$ cat config.mk
export PLATFORM = sky130hd
export DESIGN_NAME = io_port_agent
export DESIGN_NICKNAME = d
export VERILOG_FILES = /design/src/rtl/io_port_agent.sv
export SDC_FILE = /design/constraint.sdc
export NUM_CORES = 1
export LEC_CHECK = 0
export CORE_ASPECT_RATIO = 0.8
export CORE_UTILIZATION = 33
export DETAILED_ROUTE_END_ITERATION = 8
export PLACE_DENSITY_LB_ADDON = 0.25
export SYNTH_ARGS = -nofsm -noshare
export SYNTH_HDL_FRONTEND = slang
export SYNTH_SLANG_ARGS = --single-unit
export TNS_END_PERCENT = 5
$ cat constraint.sdc
create_clock -name clk -period 6.5 [get_ports clk]
set_input_delay 0.975 -clock clk [delete_from_list [all_inputs] [get_ports clk]]
set_output_delay 0.975 -clock clk [all_outputs]
set_load 0.1 [all_outputs]
$ cat src/rtl/io_port_agent.sv
// Device-side IN/OUT port agent: the host fills an input FIFO that the processor reads with IN.
// Words the processor drives with OUT are captured into an output FIFO, which the host drains.
module io_port_agent #(
    parameter int WIDTH = 16,
    parameter int DEPTH = 4,
    parameter int AW    = 2
) (
    input  logic             clk,
    input  logic             reset,
    input  logic             IOE,
    input  logic             IOR,
    input  logic             IOW,
    output logic [WIDTH-1:0] PORTIN,
    input  logic [WIDTH-1:0] PORTOUT,
    input  logic [WIDTH-1:0] host_in_data,
    input  logic             host_in_valid,
    output logic             host_in_ready,
    output logic [WIDTH-1:0] host_out_data,
    output logic             host_out_valid,
    input  logic             host_out_ready,
    input  logic             clr_err,
    output logic [AW:0]      in_count,
    output logic [AW:0]      out_count,
    output logic             underrun,
    output logic             overrun
);
    localparam logic [AW:0]   FULL = (AW+1)'(DEPTH);
    localparam logic [AW:0]   ONE  = (AW+1)'(1);
    localparam logic [AW-1:0] PONE = AW'(1);

    logic [WIDTH-1:0] in_mem  [DEPTH];
    logic [WIDTH-1:0] out_mem [DEPTH];
    logic [AW-1:0]    in_rd, in_wr, out_rd, out_wr;

    logic rd_ev, wr_ev;
    logic in_pop, in_push, out_pop, out_push;

    assign rd_ev = IOE & IOR;
    assign wr_ev = IOE & IOW;

    assign host_in_ready  = (in_count != FULL);
    assign host_out_valid = (out_count != '0);
    assign PORTIN         = (in_count != '0) ? in_mem[in_rd] : '0;
    assign host_out_data  = out_mem[out_rd];

    assign in_pop   = rd_ev & (in_count != '0);
    assign in_push  = host_in_valid & host_in_ready;
    assign out_pop  = host_out_valid & host_out_ready;
    // A full output FIFO still takes the word when the host frees a slot this cycle
    assign out_push = wr_ev & ((out_count != FULL) | out_pop);

    always_ff @(posedge clk) begin
        if (in_push)
            in_mem[in_wr] <= host_in_data;
        if (out_push)
            out_mem[out_wr] <= PORTOUT;
    end

    always_ff @(posedge clk or negedge reset) begin
        if (!reset) begin
            in_rd     <= '0;
            in_wr     <= '0;
            out_rd    <= '0;
            out_wr    <= '0;
            in_count  <= '0;
            out_count <= '0;
            underrun  <= 1'b0;
            overrun   <= 1'b0;
        end else begin
            if (in_pop)
                in_rd <= in_rd + PONE;
            if (in_push)
                in_wr <= in_wr + PONE;
            if (out_pop)
                out_rd <= out_rd + PONE;
            if (out_push)
                out_wr <= out_wr + PONE;

            case ({in_push, in_pop})
                2'b10:   in_count <= in_count + ONE;
                2'b01:   in_count <= in_count - ONE;
                default: in_count <= in_count;
            endcase

            case ({out_push, out_pop})
                2'b10:   out_count <= out_count + ONE;
                2'b01:   out_count <= out_count - ONE;
                default: out_count <= out_count;
            endcase

            // Set beats clear when both land in the same cycle
            if (rd_ev && in_count == '0)
                underrun <= 1'b1;
            else if (clr_err)
                underrun <= 1'b0;

            if (wr_ev && !out_push)
                overrun <= 1'b1;
            else if (clr_err)
                overrun <= 1'b0;
        end
    end
endmodule

==> key figures <==
Run status
  – Status: completed

STA
  – Final period util: 0.626
  – Max-slew headroom: 0.306
  – Endpoints failing hold: 0
  – Tmin final: ~4.1 ns
  – Fin. max-slew vios: 0
  – RSZ-0062 raised after global routing: false
  – Final setup violation count: 0
  – FMAX: about 250 MHz
  – Worst clock skew: slightly below 0.005 ns
  – Setup Total Neg Slack: 0 ns
  – Worst-Margin Slew: between 1 and 1.5 ns

Cells and area
  – Layout cell share with drive strength beyond 1: 0.168
  – Filler Cell Count: about 1.5k
  – Area delta synth->final: 29.6%
  – Register area: 0.00424 mm^2
  – Multi-input gate area: 0.00137 mm^2
  – Nets@finish: between 400 and 500
  – Antenna diodes: 0

Detailed routing
  – Vias per inst: around 4.7
  – Vias: 2,855
  – WL/cell: ~18 um
  – DRC: 0
  – Drt total wl: between 10,000 and 15,000 um
  – First drt pass iteration count: 4
  – Antenna Violating Nets Remaining: 0
  – DR iter-0 viols: around 110

Floorplan
  – Die H: approximately 120 um
  – Initial Utilization: 0.341
  – Io pins: a little over 80
  – Site Rows: 42
  – Die X-Extent: 149 um
  – Full die area: 0.0178 mm^2
  – Core area: about 0.017 mm^2

Synthesis
  – Post-synthesis xor/xnor area fraction: 0.0138
  – Number of synthesized flops with an enable pin: 128
  – Netlist cell types: 39
  – Area contributors post-synth: edfxtp_1 (67%), mux4_2 (13%), dfrtp_1 (7.0%)
  – Adder-Cell Fraction of Synth Area: 0.0267
  – Largest area contributor in the netlist: edfxtp_1
  – Ys flop type: edfxtp_1
  – Number of synthesized register bits: 144
  – Mean area per synthesized cell: approximately 20 um^2
  – Post-synthesis sequential area ratio: 0.744
  – Synth warn: 0
  – Compound-Gate Fraction of Synth Area: 0.0180
  – Main combinational cell family by area after synthesis: multiplexers
  – Share of the synthesized area in the top cell type: 0.674
  – Post-Syn Instances: between 200 and 300
  – Syn Nets: ~330
  – Post-synthesis simple-gate area fraction: 0.0489
  – Mux contribution to synthesized area: 0.132
  – FFs w/ async S/R, synth: 0.111
  – Synth Cell Area: ~0.0057 mm^2

CTS
  – CTS Buf Count: 17
  – Cts hold-fix bufs: 0
  – Clock transition at path regs: around 0.060 ns
  – Post_cts resized: 0
  – H-tree depth: 4
  – TritonCTS sink count: 144
  – Clock latency at the later pin of the worst-skew pair: 0.41 ns
  – Clock Tree Root: clkbuf_16
  – CTS tree: built
  – Post-CTS Setup Bufs: 0
  – CTS Buffer Depth: 2

Global routing
  – Global router's overall resource usage: 0.131
  – First-pass GRT wire length: roughly 17,000 um
  – Pin count of the biggest net entering global routing: 19
  – Vias in the first global route: approximately 3k
  – GR Overflow Total: 0
  – Initial antenna violation count: 0

Worst setup path
  – Reg-to-Reg Start: out_count[0]
  – Worst Setup End Kind: output port
  – Max FO, Critical Path: 17
  – R2R Setup Slk: about 4.2 ns
  – Critical Path AT: just over 3 ns
  – Startpoint Class: flip-flop
  – R2r endpoint: out_count[2]
  – Worst Path Required: about 5.5 ns
  – Worst reg2reg path depth: 5
  – Kind of critical path: flip-flop to output port

Min path
  – Min-delay worst type: flip-flop to flip-flop
  – Worst Hold Path Cells: 1
  – Hold Path End: out_rd[0]
  – Hold Crit Start: out_rd[0]

Placed design
  – PortBufs: roughly 80
  – GP Congestion: 0.673
  – Dpl hpwl: approximately 6400 um

Run
  – Max_cap viols: 0
[per-layer routing]
| layer | part of all wire | vias up | wire length (um) | track usage |
|---|---|---|---|---|
| met2 | 0.47 | 76 | 5040 | 0.206 |
| met5 | 0 | - | 0 | 0 |
| met4 | 0.019 | 0 | 206 | 0.0593 |
| li1 | - | 1311 | - | - |
| met1 | 0.46 | 1451 | 4910 | 0.167 |
| met3 | 0.052 | 17 | 555 | 0.0361 |
[cell type report]
type,instances,share of cell area
clock inverter,12,0.0255
clock buffer,20,0.0590
multi-input combinational,115,0.185
sequential,144,0.574
timing repair buffer,84,0.113
tap,220,0.0372
inverter,13,0.00660
[how the worst max path moves through the flow]
stage	slack, ns	end	startpoint	depth (start not counted)
3_3_place_gp	2.88	PORTIN[6]	in_rd[1]	3
2_1_floorplan	2.65	PORTIN[10]	in_count[2]	3
3_5_place_dp	2.90	PORTIN[6]	in_rd[1]	3
4_1_cts	2.42	PORTIN[13]	in_rd[1]	3
6_report	2.43	PORTIN[13]	in_rd[1]	3
5_1_grt	2.34	PORTIN[6]	in_rd[1]	3
[layout by cell type (no fill, tap or decap), types with 2 or more instances in the layout]
cell,count
a31oi_1,2
and2_1,5
and3_1,5
buf_4,3
bufinv_16,5
clkbuf_1,3
clkbuf_16,17
clkdlybuf4s50_1,81
clkinv_1,4
clkinvlp_4,2
dfrtp_1,16
edfxtp_1,128
fa_1,2
ha_1,9
inv_1,13
mux2_2,2
mux4_2,32
nand2_1,4
nand3_1,3
nand4_1,2
nor2_1,2
nor2b_1,16
o21ai_0,3
o311ai_0,2
xnor2_1,5
xor2_1,4
[through the flow]
step | setup slack, ns | cells | utilization | hold slack, ns | area (um^2)
2_1_floorplan | 2.65 | 283 | - | 0.534 | 5710
3_3_place_gp | 2.88 | 576 | 0.405 | 0.476 | 6770
3_5_place_dp | 2.90 | 576 | 0.405 | 0.480 | 6770
4_1_cts | 2.42 | 608 | 0.443 | 0.505 | 7400
5_1_grt | 2.34 | 608 | 0.443 | 0.519 | 7400
6_report | 2.43 | 608 | 0.443 | 0.504 | 7400
[cells by family (layout without fill, tap and decap cells)]
| logic type | count (synthesis) | after routing |
|---|---|---|
| buffers and inverters | 24 | 129 |
| multiplexers | 35 | 35 |
| AND/OR/NAND/NOR | 46 | 46 |
| XOR/XNOR | 9 | 9 |
| AO/OA/AOI/OAI | 14 | 14 |
| flip-flops | 144 | 144 |
| adder cells (fa/ha/maj) | 11 | 11 |
[worst max-delay path: stages, from the launching register on]
cell and delay (ns):
dfrtp_1 0.93, mux4_2 0.35, nor2b_1 0.22, clkdlybuf4s50_1 1.17
[registers in the layout, indices dropped and copies added (netlist names)]
register / flops
in_rd: 2
in_wr: 2
out_rd: 2
out_count: 3
in_count: 3
overrun: 1
in_mem: 64
out_mem: 64
underrun: 1
out_wr: 2
[synthesized netlist by cell type (3+ instances only)]
master	count
nand2_1	4
mux4_2	32
inv_1	13
xor2_1	4
edfxtp_1	128
xnor2_1	5
nor2b_1	16
nand3_1	3
and3_1	5
ha_1	9
clkbuf_1	5
buf_2	5
dfrtp_1	16
o21ai_0	3
and2_1	5
Power is left out: the tool's default activity adds up to more than one toggle a clock period on the data nets, which glitch-free logic cannot reach.
